File: src/rtl/pipeline_hazard_ctrl.sv
// Stall/flush/freeze sequencer for the 5-stage RV32I pipeline.
// Decodes load-use and branch-operand hazards at ID, flushes IF/ID on taken
// branches, freezes the pipe while data memory is busy (bounded by a timeout)
// and counts the cycles in which the PC did not advance.
module pipeline_hazard_ctrl #(
  parameter int MEM_TIMEOUT = 16,
  parameter int CNT_W       = 32
) (
  input  logic             clk,
  input  logic             rst_n,
  input  logic [4:0]       IF_ID_Rs1,
  input  logic [4:0]       IF_ID_Rs2,
  input  logic             IF_ID_UsesRs2,
  input  logic             IF_ID_IsBranch,
  input  logic             BranchTaken,
  input  logic [4:0]       ID_EX_Rd,
  input  logic             ID_EX_RegWrite,
  input  logic             ID_EX_MemRead,
  input  logic             EX_MEM_MemRead,
  input  logic             EX_MEM_MemWrite,
  input  logic             DMemReady,
  output logic             PCWrite,
  output logic             IF_ID_Write,
  output logic             IF_ID_Flush,
  output logic             ID_EX_Bubble,
  output logic             PipeHold,
  output logic [CNT_W-1:0] StallCycles,
  output logic             MemTimeout
);

  localparam int WC_W = $clog2(MEM_TIMEOUT + 1);

  typedef enum logic [1:0] {RUN, STALL_B, MEMWAIT} state_t;
  typedef enum logic [1:0] {ACT_ADV, ACT_STALL, ACT_FREEZE, ACT_FLUSH} act_t;

  state_t          state, state_nxt;
  act_t            act;
  logic [WC_W-1:0] waitcnt, waitcnt_nxt;
  logic            pending, pending_nxt;
  logic            timeout_hit;
  logic            forced;
  logic            mem_busy, match, load_use, br_dep;

  // Saturating increment: the stall counter sticks at all-ones instead of wrapping.
  function automatic logic [CNT_W-1:0] sat_inc(input logic [CNT_W-1:0] v);
    return (&v) ? v : v + CNT_W'(1);
  endfunction

  // Hazard terms; x0 never matches so it cannot create a dependency.
  always_comb begin
    mem_busy = (EX_MEM_MemRead | EX_MEM_MemWrite) & ~DMemReady;
    match    = (ID_EX_Rd != 5'd0) &
               ((ID_EX_Rd == IF_ID_Rs1) | (IF_ID_UsesRs2 & (ID_EX_Rd == IF_ID_Rs2)));
    load_use = ID_EX_MemRead & match;
    br_dep   = IF_ID_IsBranch & ID_EX_RegWrite & ~ID_EX_MemRead & match;
  end

  // Next-state and action selection, priority memBusy > forced bubble > hazards > branch.
  always_comb begin
    act         = ACT_ADV;
    state_nxt   = RUN;
    waitcnt_nxt = '0;
    pending_nxt = 1'b0;
    timeout_hit = 1'b0;
    // A forced second bubble is owed in STALL_B, or after a wait that began there.
    forced      = (state == STALL_B) || ((state == MEMWAIT) && pending);
    if ((state == MEMWAIT) && mem_busy) begin
      if (waitcnt == WC_W'(MEM_TIMEOUT)) begin
        // Forced release drops any owed bubble and lets the pipe move.
        timeout_hit = 1'b1;
        act         = ACT_ADV;
      end else begin
        act         = ACT_FREEZE;
        state_nxt   = MEMWAIT;
        waitcnt_nxt = waitcnt + WC_W'(1);
        pending_nxt = pending;
      end
    end else if (mem_busy) begin
      act         = ACT_FREEZE;
      state_nxt   = MEMWAIT;
      waitcnt_nxt = WC_W'(1);
      pending_nxt = forced;
    end else if (forced) begin
      act = ACT_STALL;
    end else if (load_use & IF_ID_IsBranch) begin
      // Branch compares in ID, so it needs the load value from WB: two bubbles.
      act       = ACT_STALL;
      state_nxt = STALL_B;
    end else if (load_use | br_dep) begin
      // Stale comparator operands: the branch outcome is ignored this cycle.
      act = ACT_STALL;
    end else if (IF_ID_IsBranch & BranchTaken) begin
      act = ACT_FLUSH;
    end
  end

  // Output decode; reset holds the front end with a bubble into ID/EX.
  always_comb begin
    PCWrite      = 1'b0;
    IF_ID_Write  = 1'b0;
    IF_ID_Flush  = 1'b0;
    ID_EX_Bubble = 1'b0;
    PipeHold     = 1'b0;
    if (!rst_n) begin
      ID_EX_Bubble = 1'b1;
    end else begin
      case (act)
        ACT_ADV: begin
          PCWrite     = 1'b1;
          IF_ID_Write = 1'b1;
        end
        ACT_FLUSH: begin
          PCWrite     = 1'b1;
          IF_ID_Write = 1'b1;
          IF_ID_Flush = 1'b1;
        end
        ACT_STALL:  ID_EX_Bubble = 1'b1;
        ACT_FREEZE: PipeHold     = 1'b1;
        default: ;
      endcase
    end
  end

  // State, wait counter, pending flag, stall counter and sticky timeout flag.
  always_ff @(posedge clk or negedge rst_n) begin
    if (!rst_n) begin
      state       <= RUN;
      waitcnt     <= '0;
      pending     <= 1'b0;
      StallCycles <= '0;
      MemTimeout  <= 1'b0;
    end else begin
      state   <= state_nxt;
      waitcnt <= waitcnt_nxt;
      pending <= pending_nxt;
      if (!PCWrite) StallCycles <= sat_inc(StallCycles);
      if (timeout_hit) MemTimeout <= 1'b1;
    end
  end

endmodule

File: config.mk
export PLATFORM = sky130hd
export DESIGN_NAME = pipeline_hazard_ctrl
export DESIGN_NICKNAME = d
export VERILOG_FILES = /design/src/rtl/pipeline_hazard_ctrl.sv
export SDC_FILE = /design/constraint.sdc
export NUM_CORES = 1
export LEC_CHECK = 0
export CAP_MARGIN = 30
export CORE_ASPECT_RATIO = 1.2
export CORE_MARGIN = 2
export CORE_UTILIZATION = 47
export CTS_CLUSTER_DIAMETER = 200
export DETAILED_ROUTE_END_ITERATION = 10
export PLACE_DENSITY = 0.79
export SETUP_SLACK_MARGIN = 0.3
export SLEW_MARGIN = 20
export SYNTH_ARGS = -nofsm -noshare
export SYNTH_HDL_FRONTEND = slang
export SYNTH_SLANG_ARGS = --single-unit
File: constraint.sdc
create_clock -name clk -period 3.6 [get_ports clk]
set_input_delay 0.54 -clock clk [delete_from_list [all_inputs] [get_ports clk]]
set_output_delay 0.54 -clock clk [all_outputs]
set_load 0.005 [all_outputs]
==> results.md, run 1 <==
* CP Data Required Time at 3.06 ns
* Critical path class: in2out
* Layout cells sized above 1 at 13.7%
* Largest net degree at the start of global routing at 31
* Post-Synthesis Cells at 211
* Slew margin rel. at 46.7%
* Final Hold Fails at 0
* Layout Nets at 320
* IO buf count at 62
* Commonest non-fill, non-tap cell in the layout: clkdlybuf4s50_1
* Synth warnings at 0
* Die H at 78.1 um
* Pwr dens at 403 nW/um^2
* Clk_lat worst skew at 0.29 ns
* Avg WL per Cell at 16.1 um
* Net count after synthesis at 240
* Final count of negative-setup-slack endpoints at 0
* # H-tree levels at 2
* Row cnt at 26
* Critical path fanouts, max at 3
* Asr flop ratio synth at 100%
* Final min period at 3.25 ns
* Overflow after GRT at 0
* Netlist cell types at 35
* P&R area growth vs syn at 44.4%
* Syn Area/Cell at 10.2 um^2
* TritonCTS Buffers at 5
* Cells on worst reg2reg path at 15
* Root Driver: clkbuf_8
* CP Capture Type: primary output
* RSZ-0062 raised after global routing: true
* CTS tree: done
* Cell area after layout at 3110 um^2
* Die ar. at 5140 um^2
* Antenna Cells at 0
* Pre-Repair DR Iteration Count at 4
* Commonest cells after routing, fill and taps aside: clkdlybuf4s50_1 (53), dfrtp_1 (41), xnor2_1 (21), xor2_1 (17), nor2_1 (17)
* Outcome: finished, final reports clean
* Post-synth EDFFs at 0
* Core area at 4330 um^2
* CP startpoint kind: input pin
* Number of global-route vias before repair at 1910
* Drt via density at 5.53
* DP Area at 2910 um^2
* Worst r2r src: waitcnt[0]
* Worst vdd ir at 0.000442 V
* First-pass GRT wire length at 9000 um
* Overall Power at 0.00125 W
* Starting Density at 49.7%
* Boundary Pins at 63
* Clock tree skew after final layout at 0.00746 ns
* Final Util at 71.8%
* Post-cts hold buffer count at 0
* DR vias at 1926
* Static Leak at 1.35 nW
* Routability cong. at 0.831
* CP max stage cell: clkdlybuf4s50_1
* Initial antenna violation count at 0
* Clk pin slew, worst setup/hold paths at 0.07 ns
* Fin crit share at 90.3%
* Max Slew Vio Count at 0
* Die X at 65.8 um
* Hpwl dp at 3860 um
* Measured slew at the worst slew-check pin at 0.792 ns
* ANT nets after route at 0
* HP Class: in2async
* Fmax at 0.308 GHz
* Seq/Total Area, Yosys at 47.7%
* CTS Sinks at 41
* FILL cells at 328
* DRC at 0
* Reg-to-reg endpoint: StallCycles[1]
* Synth Flop Type: dfrtp_1
* DRT iter0 DRCs at 94
* Global Route Usage Sum at 23.0%
* Arrival time of the worst setup path at 2.71 ns
* Reg-to-reg slack, setup at 0.74 ns
* CP cell instances: clkdlybuf4s50_1, xnor2_2, nand3_1, o32ai_2, o211ai_1, a31o_2, ha_1, nand2b_4, inv_4, clkdlybuf4s15_1
* Max Root-Sink Buffers at 2
* Synth Register Bits at 41
* Placed Instances at 338
* Number of max-cap violations at 0
* Cell Area, Synth at 2150 um^2
* CP max stage delay at 0.53 ns
* Routed WL at 5600 um
* Number of cells in the finished layout apart from fillers at 348
## through the flow
step	worst slack [ns]	TNS, ns	hold slack, ns
after detailed placement	-0.0903	-0.527	0.460
after floorplan	0.506	0	0.244
after CTS	0.269	0	0.167
after global placement	-0.0218	-0.0430	0.458
after global routing	0.247	0	0.170
final	0.350	0	0.169
## cells in the mapped netlist, types with 2 or more instances
cell type  instances  share of area (%)
dfrtp_1           41                 48
xnor2_1           24                9.8
nor2_1            17                3.0
xor2_1            17                6.9
nand2_1           16                2.8
nand4_1           16                4.7
nand3_1           12                2.8
nor3_1             8                1.9
nor4_1             8                2.3
inv_1              7                1.2
a31oi_1            6                1.7
a21oi_1            4               0.93
and2_1             4                1.2
and3_1             4                1.2
ha_1               4                2.3
mux2_2             2                1.0
nor2b_1            2               0.58
or4_4              2                1.0
## registers in the layout (all words and copies together) (netlist names)
name         count
MemTimeout       1
pending          1
waitcnt          5
StallCycles     32
state            2
## critical path: cells and delay by family
| kind | cells | cell delay (ns) |
|---|---|---|
| xor gates and xnor gates | 1 | 0.12 |
| adders and majority gates | 1 | 0.30 |
| buffers and inverters | 3 | 0.80 |
| AOI/OAI and AO/OA | 3 | 0.66 |
| and+or+nand+nor | 2 | 0.28 |
## kinds of logic (layout without fill, tap and decap cells)
logic type	Yosys count	after routing	share of synthesized area, %
flops	41	41	47.7
compound gates	19	19	6.16
simple gates	96	96	24.5
mux	2	2	1.05
fa+ha+maj	4	4	2.33
xor+xnor	41	41	16.7
buf+inv	8	89	1.57
## power breakdown
| part | switching, W | internal [W] |
|---|---|---|
| logic | 0.000119 | 0.000178 |
| clock network | 0.000152 | 0.000226 |
| registers | 0.0000707 | 0.000506 |
| total | 0.000341 | 0.000910 |
## layer usage
metal | part of all wire (%) | up-vias | track usage, %
li1 | - | 925 | -
met4 | 4.0 | 0 | 9.79
met2 | 52 | 77 | 41.2
met1 | 39 | 899 | 25.8
met5 | 0 | - | 0
met3 | 5.0 | 25 | 4.87
## layout make-up
class,count,area [um^2],area share [%]
sequential,41,1030,33.0
clock buffer,7,86.3,2.78
tap,56,70.1,2.25
timing repair buffer,74,704,22.7
inverter,7,28.8,0.926
multi-input combinational,162,1160,37.4
clock inverter,1,30.0,0.966
## what timing repair did
item | CTS | global route
gates resized for setup | 13 | 11
pin swaps | 6 | 8
buffers inserted | 1 | 1
setup endpoints to repair | 13 | 15
cloned | 0 | 0
## how the worst max path moves through the flow
| stage | from | endpoint | slack (ns) |
|---|---|---|---|
| after floorplan | ID_EX_Rd[1] | StallCycles[22] | 0.51 |
| after global routing | IF_ID_Rs1[2] | PCWrite | 0.25 |
| after detailed placement | ID_EX_Rd[2] | StallCycles[20] | -0.09 |
| final | IF_ID_Rs1[2] | PCWrite | 0.35 |
| after CTS | ID_EX_Rd[4] | PCWrite | 0.27 |
| after global placement | ID_EX_Rd[2] | PCWrite | -0.02 |
Note: power is estimated with default switching activity, not from simulation.
==> inputs of run 2 (changes only) <==
- CORE_UTILIZATION: 47 -> 55
- DONT_BUFFER_PORTS: default -> 1
- PLACE_DENSITY: 0.79 -> 0.7
- REMOVE_ABC_BUFFERS: default -> 1
==> results.md, run 2 (same netlist as run 1, synthesis figures left out) <==
* Outcome: finished, final reports clean
* Worst r2r src: waitcnt[0]
* CP cell instances: inv_1, ha_1, nand2_1, nor3_1, a21oi_1, a31o_2, ha_1, nand2b_1, inv_1, buf_4, or4b_2, xnor2_1
* CP startpoint kind: flip-flop
* FILL cells at 325 (-0.91%)
* Root Driver: clkbuf_8
* Final TNS setup at 0 ns (unchanged)
* CP max stage delay at 0.68 ns (+0.15 ns)
* Commonest cells after routing, fill and taps aside: dfrtp_1 (41), xnor2_1 (24), xor2_1 (17), nor2_1 (17)
* Worst vdd ir at 0.000320 V (-28%)
* Met1 track demand over resource at 30.2% (+4.4 points)
* Critical path fanouts, max at 5 (+2)
* GR peak layer: met2
* Clk pin slew, worst setup/hold paths at 0.09 ns (+0.02 ns)
* # H-tree levels at 2 (unchanged)
* Routed WL at 4500 um (-20%)
* Cell area after layout at 2400 um^2 (-23%)
* Fmax at 0.335 GHz (+8.7%)
* Worst hold slack at 0.0740 ns (-0.0951 ns)
* Static Leak at 1.03 nW (-24%)
* Biggest registers after layout: StallCycles (32), waitcnt (5), state (2)
* Routing usage on met3 at 8.56% (+3.7 points)
* CTS Sinks at 41 (unchanged)
* Boundary Pins at 63 (unchanged)
* Fin crit share at 83.0% (-7.2 points)
* Commonest non-fill, non-tap cell in the layout: dfrtp_1
* Reg area at 1030 um^2 (unchanged)
* Met2 Resource Use GR at 35.8% (-5.4 points)
* Critical path class: reg2reg
* Number of cells in the finished layout apart from fillers at 274 (-21%)
* Largest net degree at the start of global routing at 42 (+35%)
* Sequential fraction of design power at 49.7% (+3.6 points)
* Cells on worst reg2reg path at 12 (-3)
* Hpwl dp at 3360 um (-13%)
* DP Area at 2230 um^2 (-23%)
* Arrival time of the worst setup path at 3.16 ns (+0.45 ns)
* Die ar. at 4430 um^2 (-14%)
* TritonCTS Buffers at 5 (unchanged)
* Clk_lat worst skew at 0.30 ns (about the same)
* Drt via density at 5.90 (+6.6%)
* Max Slew Vio Count at 0 (unchanged)
* Final Hold Fails at 0 (unchanged)
* Measured slew at the worst slew-check pin at 0.605 ns (-0.187 ns)
* Slew margin rel. at 59.3% (+13 points)
* Clock tree skew after final layout at 0.0124 ns (+0.00496 ns)
* Clock group share of total power at 37.4% (+7.2 points)
* Global Route Usage Sum at 23.1% (+0.14 points)
* Final min period at 2.99 ns (-0.261 ns)
* Largest Register: StallCycles
* Combinational power share at 12.9% (-11 points)
* Core area at 3690 um^2 (-15%)
* Routability cong. at 0.792 (-4.7%)
* First-pass GRT wire length at 7720 um (-14%)
* DRT iter0 DRCs at 62 (-34%)
* CP max stage cell: or4b_2
* Pwr dens at 487 nW/um^2 (+21%)
* RSZ-0062 raised after global routing: false
* Sw frac at 26.7% (-0.61 points)
* Layout Nets at 250 (-22%)
* Initial antenna violation count at 0 (unchanged)
* Final count of negative-setup-slack endpoints at 0 (unchanged)
* DR vias at 1617 (-16%)
* Number of max-cap violations at 0 (unchanged)
* CP Data Required Time at 3.77 ns (+0.71 ns)
* Reg-to-reg slack, setup at 0.61 ns (-0.13 ns)
* Max Root-Sink Buffers at 2 (unchanged)
* Reg-to-reg endpoint: StallCycles[5]
* P_int at 0.000855 W (-6.0%)
* HP Class: in2async
* Placed Instances at 265 (-22%)
* Row cnt at 24 (-7.7%)
* P&R area growth vs syn at 11.3%
* Starting Density at 58.3% (+8.5 points)
* IO buf count at 0 (-100%)
* ANT nets after route at 0 (unchanged)
* Die X at 61.1 um (-7.1%)
* Area of the multi-input gates at 1100 um^2 (-5.2%)
* DRC at 0 (unchanged)
* Antenna Cells at 0 (unchanged)
* Overflow after GRT at 0 (unchanged)
* Largest register FFs at 32 (unchanged)
* CP Capture Type: flip-flop
* Post-CTS Setup Repair Bufs at 0 (-1)
* CTS tree: done
* Avg WL per Cell at 16.4 um (+2.0%)
* Die H at 72.5 um (-7.2%)
* Number of global-route vias before repair at 1672 (-12%)
* Pre-Repair DR Iteration Count at 5 (+1)
* Sw Pwr at 0.000311 W (-8.9%)
* Layout cells sized above 1 at 10.4% (-3.3 points)
-- run 2: per-layer routing --
metal  up-vias  wire length (um)
met3         7               311
li1        777                 -
met1       793              1890
met4         0                55
met2        40              2240
met5         -                 0
-- run 2: power by group through the flow --
stage	clock [W]	combinational (W)	sequential, W
detailed placement	0	0.000139	0.000589
global route	0.000467	0.000173	0.000593
global placement	0	0.000128	0.000583
finish	0.000436	0.000150	0.000580
CTS	0.000446	0.000153	0.000580
floorplan	0	0.000111	0.000571
-- run 2: stage by stage --
stage | worst slack, ns | utilization, % | power, W
6_report | 0.611 | 64.9 | 0.00117
5_1_grt | 0.370 | 64.9 | 0.00123
4_1_cts | 0.460 | 64.6 | 0.00118
3_5_place_dp | 0.206 | 60.4 | 0.000729
3_3_place_gp | 0.359 | 60.4 | 0.000711
2_1_floorplan | 0.493 | - | 0.000682
-- run 2: final cells by class --
class,count,share of cell area [%]
clock buffer,5,2.87
clock inverter,3,2.72
inverter,7,1.10
multi-input combinational,162,46.0
sequential,41,42.8
tap,52,2.72
timing repair buffer,4,1.78
-- run 2: what timing repair did --
action                                  CTS  global route
endpoints found under the setup margin    0             6
gates resized for setup                   0             2
endpoints found under the hold margin    41             0
hold buffers                              1             0
-- run 2: how the worst max path moves through the flow --
stage	from	to	slack (ns)	depth (start not counted)
after floorplan	ID_EX_Rd[1]	StallCycles[22]	0.49	10
after global placement	ID_EX_Rd[4]	StallCycles[22]	0.36	12
after detailed placement	ID_EX_Rd[2]	StallCycles[20]	0.21	12
after CTS	waitcnt[0]	StallCycles[20]	0.46	13
after global routing	waitcnt[0]	StallCycles[20]	0.37	13
final	waitcnt[0]	StallCycles[5]	0.61	12
-- run 2: worst max-delay path: cells and delay by family, from the launching register on --
kind                     cells  cell delay [ns]
AO/OA/AOI/OAI                2             0.39
XOR/XNOR                     1             0.15
AND/OR/NAND/NOR              4             1.16
flip-flops                   1             0.42
adder cells (fa/ha/maj)      2             0.40
buffers and inverters        3             0.36
==> inputs of run 3 (changes only) <==
- clock period: 3.6 -> 2.95 ns (I/O delays scaled with it)
==> results.md, run 3 (same netlist as run 1, synthesis figures left out) <==
* Outcome: finished, final reports clean
* Cells on worst reg2reg path at 13 (+1)
* Max Root-Sink Buffers at 2 (unchanged)
* Arrival time of the worst setup path at 2.72 ns (-0.44 ns)
* P&R area growth vs syn at 17.3%
* Clk pin slew, worst setup/hold paths at 0.07 ns (-0.02 ns)
* # H-tree levels at 2 (unchanged)
* Avg WL per Cell at 16.4 um (-0.11%)
* CP startpoint kind: flip-flop
* Static Leak at 1.09 nW (+6.4%)
* TritonCTS Buffers at 5 (unchanged)
* Worst Hold Path EP: state[0]
* Starting Density at 58.3% (unchanged)
* RSZ-0062 raised after global routing: false
* CTS tree: done
* GR peak layer: met2
* CP cell instances: inv_1, ha_2, nand2_2, nor3_4, a21oi_2, a31o_2, ha_1, nand2b_4, inv_1, buf_4, a31oi_2, buf_4, mux2_2
* Final TNS setup at 0 ns (unchanged)
* Setup ws final at 0.411 ns (-0.200 ns)
* Initial antenna violation count at 0 (unchanged)
* Met1 track demand over resource at 29.7% (-0.45 points)
* Clock tree skew after final layout at 0.00426 ns (-0.00816 ns)
* CP Capture Type: flip-flop
* DRC at 0 (unchanged)
* Hold path startpoint: ID_EX_MemRead
* DRT iter0 DRCs at 55 (-11%)
* Clock group share of total power at 30.5% (-6.9 points)
* Cell area after layout at 2520 um^2 (+5.4%)
* Routing usage on met3 at 8.38% (-0.18 points)
* Largest net degree at the start of global routing at 42 (unchanged)
* Combinational power share at 16.0% (+3.1 points)
* DP Area at 2260 um^2 (+1.3%)
* CP max stage cell: dfrtp_1
* CP Data Required Time at 3.13 ns (-0.64 ns)
* Worst r2r src: waitcnt[1]
* Biggest registers after layout: StallCycles (32), waitcnt (5), state (2)
* Hpwl dp at 3380 um (+0.51%)
* Critical path class: reg2reg
* Clk_lat worst skew at 0.29 ns (about the same)
* Layout Nets at 263 (+5.2%)
* Hold Crit Depth at 2
* Routed WL at 4710 um (+4.6%)
* Pre-CTS WS at -0.0578 ns (-0.264 ns)
* Antenna Cells at 0 (unchanged)
* HP Class: in2reg
* Die X at 61.1 um (unchanged)
* Final min period at 2.54 ns (-0.450 ns)
* Commonest cells after routing, fill and taps aside: dfrtp_1 (41), xnor2_1 (23), xor2_1 (17), nor2_1 (17), nand4_1 (16)
* Critical path fanouts, max at 6 (+1)
* Row cnt at 24 (unchanged)
* Core area at 3690 um^2 (unchanged)
* Met2 Resource Use GR at 38.9% (+3.1 points)
* Final count of negative-setup-slack endpoints at 0 (unchanged)
* Root Driver: clkbuf_8
* IO buf count at 0 (unchanged)
* P_int at 0.000939 W (+9.8%)
* Slew margin rel. at 52.4% (-6.9 points)
* ANT nets after route at 0 (unchanged)
* DR vias at 1677 (+3.7%)
* Layout cells sized above 1 at 19.6% (+9.2 points)
* Sw Pwr at 0.000383 W (+23%)
* Pwr dens at 524 nW/um^2 (+7.6%)
* Worst vdd ir at 0.000496 V (+55%)
* Commonest non-fill, non-tap cell in the layout: dfrtp_1
* Sw frac at 29.0% (+2.3 points)
* Measured slew at the worst slew-check pin at 0.708 ns (+0.103 ns)
* First-pass GRT wire length at 8110 um (+5.1%)
* Drt via density at 5.84 (-0.99%)
* Max Slew Vio Count at 0 (unchanged)
* Fmax at 0.394 GHz (+18%)
* Reg-to-reg slack, setup at 0.41 ns (-0.20 ns)
* Die H at 72.5 um (unchanged)
* Number of max-cap violations at 0 (unchanged)
* Final Hold Fails at 0 (unchanged)
* Largest Register: StallCycles
* Fin crit share at 86.1% (+3.0 points)
* Pre-Repair DR Iteration Count at 5 (unchanged)
* Worst path bufs/invs at 4 (+1)
* Cell family with most CP delay: compound AO/OA/AOI/OAI gates
* Boundary Pins at 63 (unchanged)
* CP max stage delay at 0.39 ns (-0.29 ns)
* Largest register FFs at 32 (unchanged)
* Global Route Usage Sum at 24.2% (+1.1 points)
* CTS Sinks at 41 (unchanged)
* Overflow after GRT at 0 (unchanged)
* Die ar. at 4430 um^2 (unchanged)
* Sequential fraction of design power at 53.5% (+3.8 points)
* Number of global-route vias before repair at 1807 (+8.1%)
* Reg-to-reg endpoint: StallCycles[1]
* Routability cong. at 0.806 (+1.8%)
[run 3: per-layer routing]
metal  wire (um)  part of all wire (%)
met5           0                     0
met4          77                   1.6
met3         306                   6.5
met2        2430                    52
met1        1900                    40
[run 3: layout make-up]
cell class,count,area [um^2]
tap,52,65.1
inverter,7,26.3
clock inverter,1,5.00
timing repair buffer,17,143
clock buffer,7,96.3
sequential,41,1030
multi-input combinational,162,1160
fill,294,1170
[run 3: worst max-delay path by stage]
stage	from	endpoint	slack, ns	depth (start not counted)
finish	waitcnt[1]	StallCycles[1]	0.41	13
global route	waitcnt[1]	IF_ID_Write	0.28	10
CTS	waitcnt[1]	StallCycles[1]	0.31	13
detailed placement	ID_EX_Rd[2]	StallCycles[28]	-0.06	12
global placement	ID_EX_Rd[4]	StallCycles[5]	0.02	11
floorplan	ID_EX_Rd[1]	StallCycles[22]	-0.06	10
[run 3: power by group through the flow]
stage                     Combinational (W)  Sequential, W  Clock [W]
after floorplan                    0.000135       0.000697          0
after global routing               0.000243       0.000723   0.000443
after detailed placement           0.000169       0.000718          0
final                              0.000211       0.000708   0.000403
after CTS                          0.000200       0.000706   0.000412
after global placement             0.000159       0.000712          0
[run 3: timing repair]
action                                  4_1_cts  5_1_grt
gates resized for setup                       7        8
gates cloned                                  0        0
pin swaps                                     4        4
endpoints found under the setup margin       17       22
endpoints found under the hold margin        41        0
setup buffers                                 5        3
hold buffers                                  2        0
[run 3: per-stage QoR]
step | cells | power, W | utilization [%] | hold slack (ns)
2_1_floorplan | 210 | 0.000832 | - | 0.147
3_3_place_gp | 269 | 0.000871 | 61.2 | 0.148
3_5_place_dp | 269 | 0.000887 | 61.2 | 0.148
4_1_cts | 284 | 0.00132 | 66.8 | 0.257
5_1_grt | 287 | 0.00141 | 68.4 | 0.278
6_report | 287 | 0.00132 | 68.4 | 0.266
[run 3: worst register-to-register path: stages (launching register included)]
cell	delay (ns)
dfrtp_1	0.39
inv_1	0.07
ha_2	0.17
nand2_2	0.06
nor3_4	0.15
a21oi_2	0.10
a31o_2	0.22
ha_1	0.26
nand2b_4	0.11
inv_1	0.05
buf_4	0.16
a31oi_2	0.17
buf_4	0.18
mux2_2	0.33
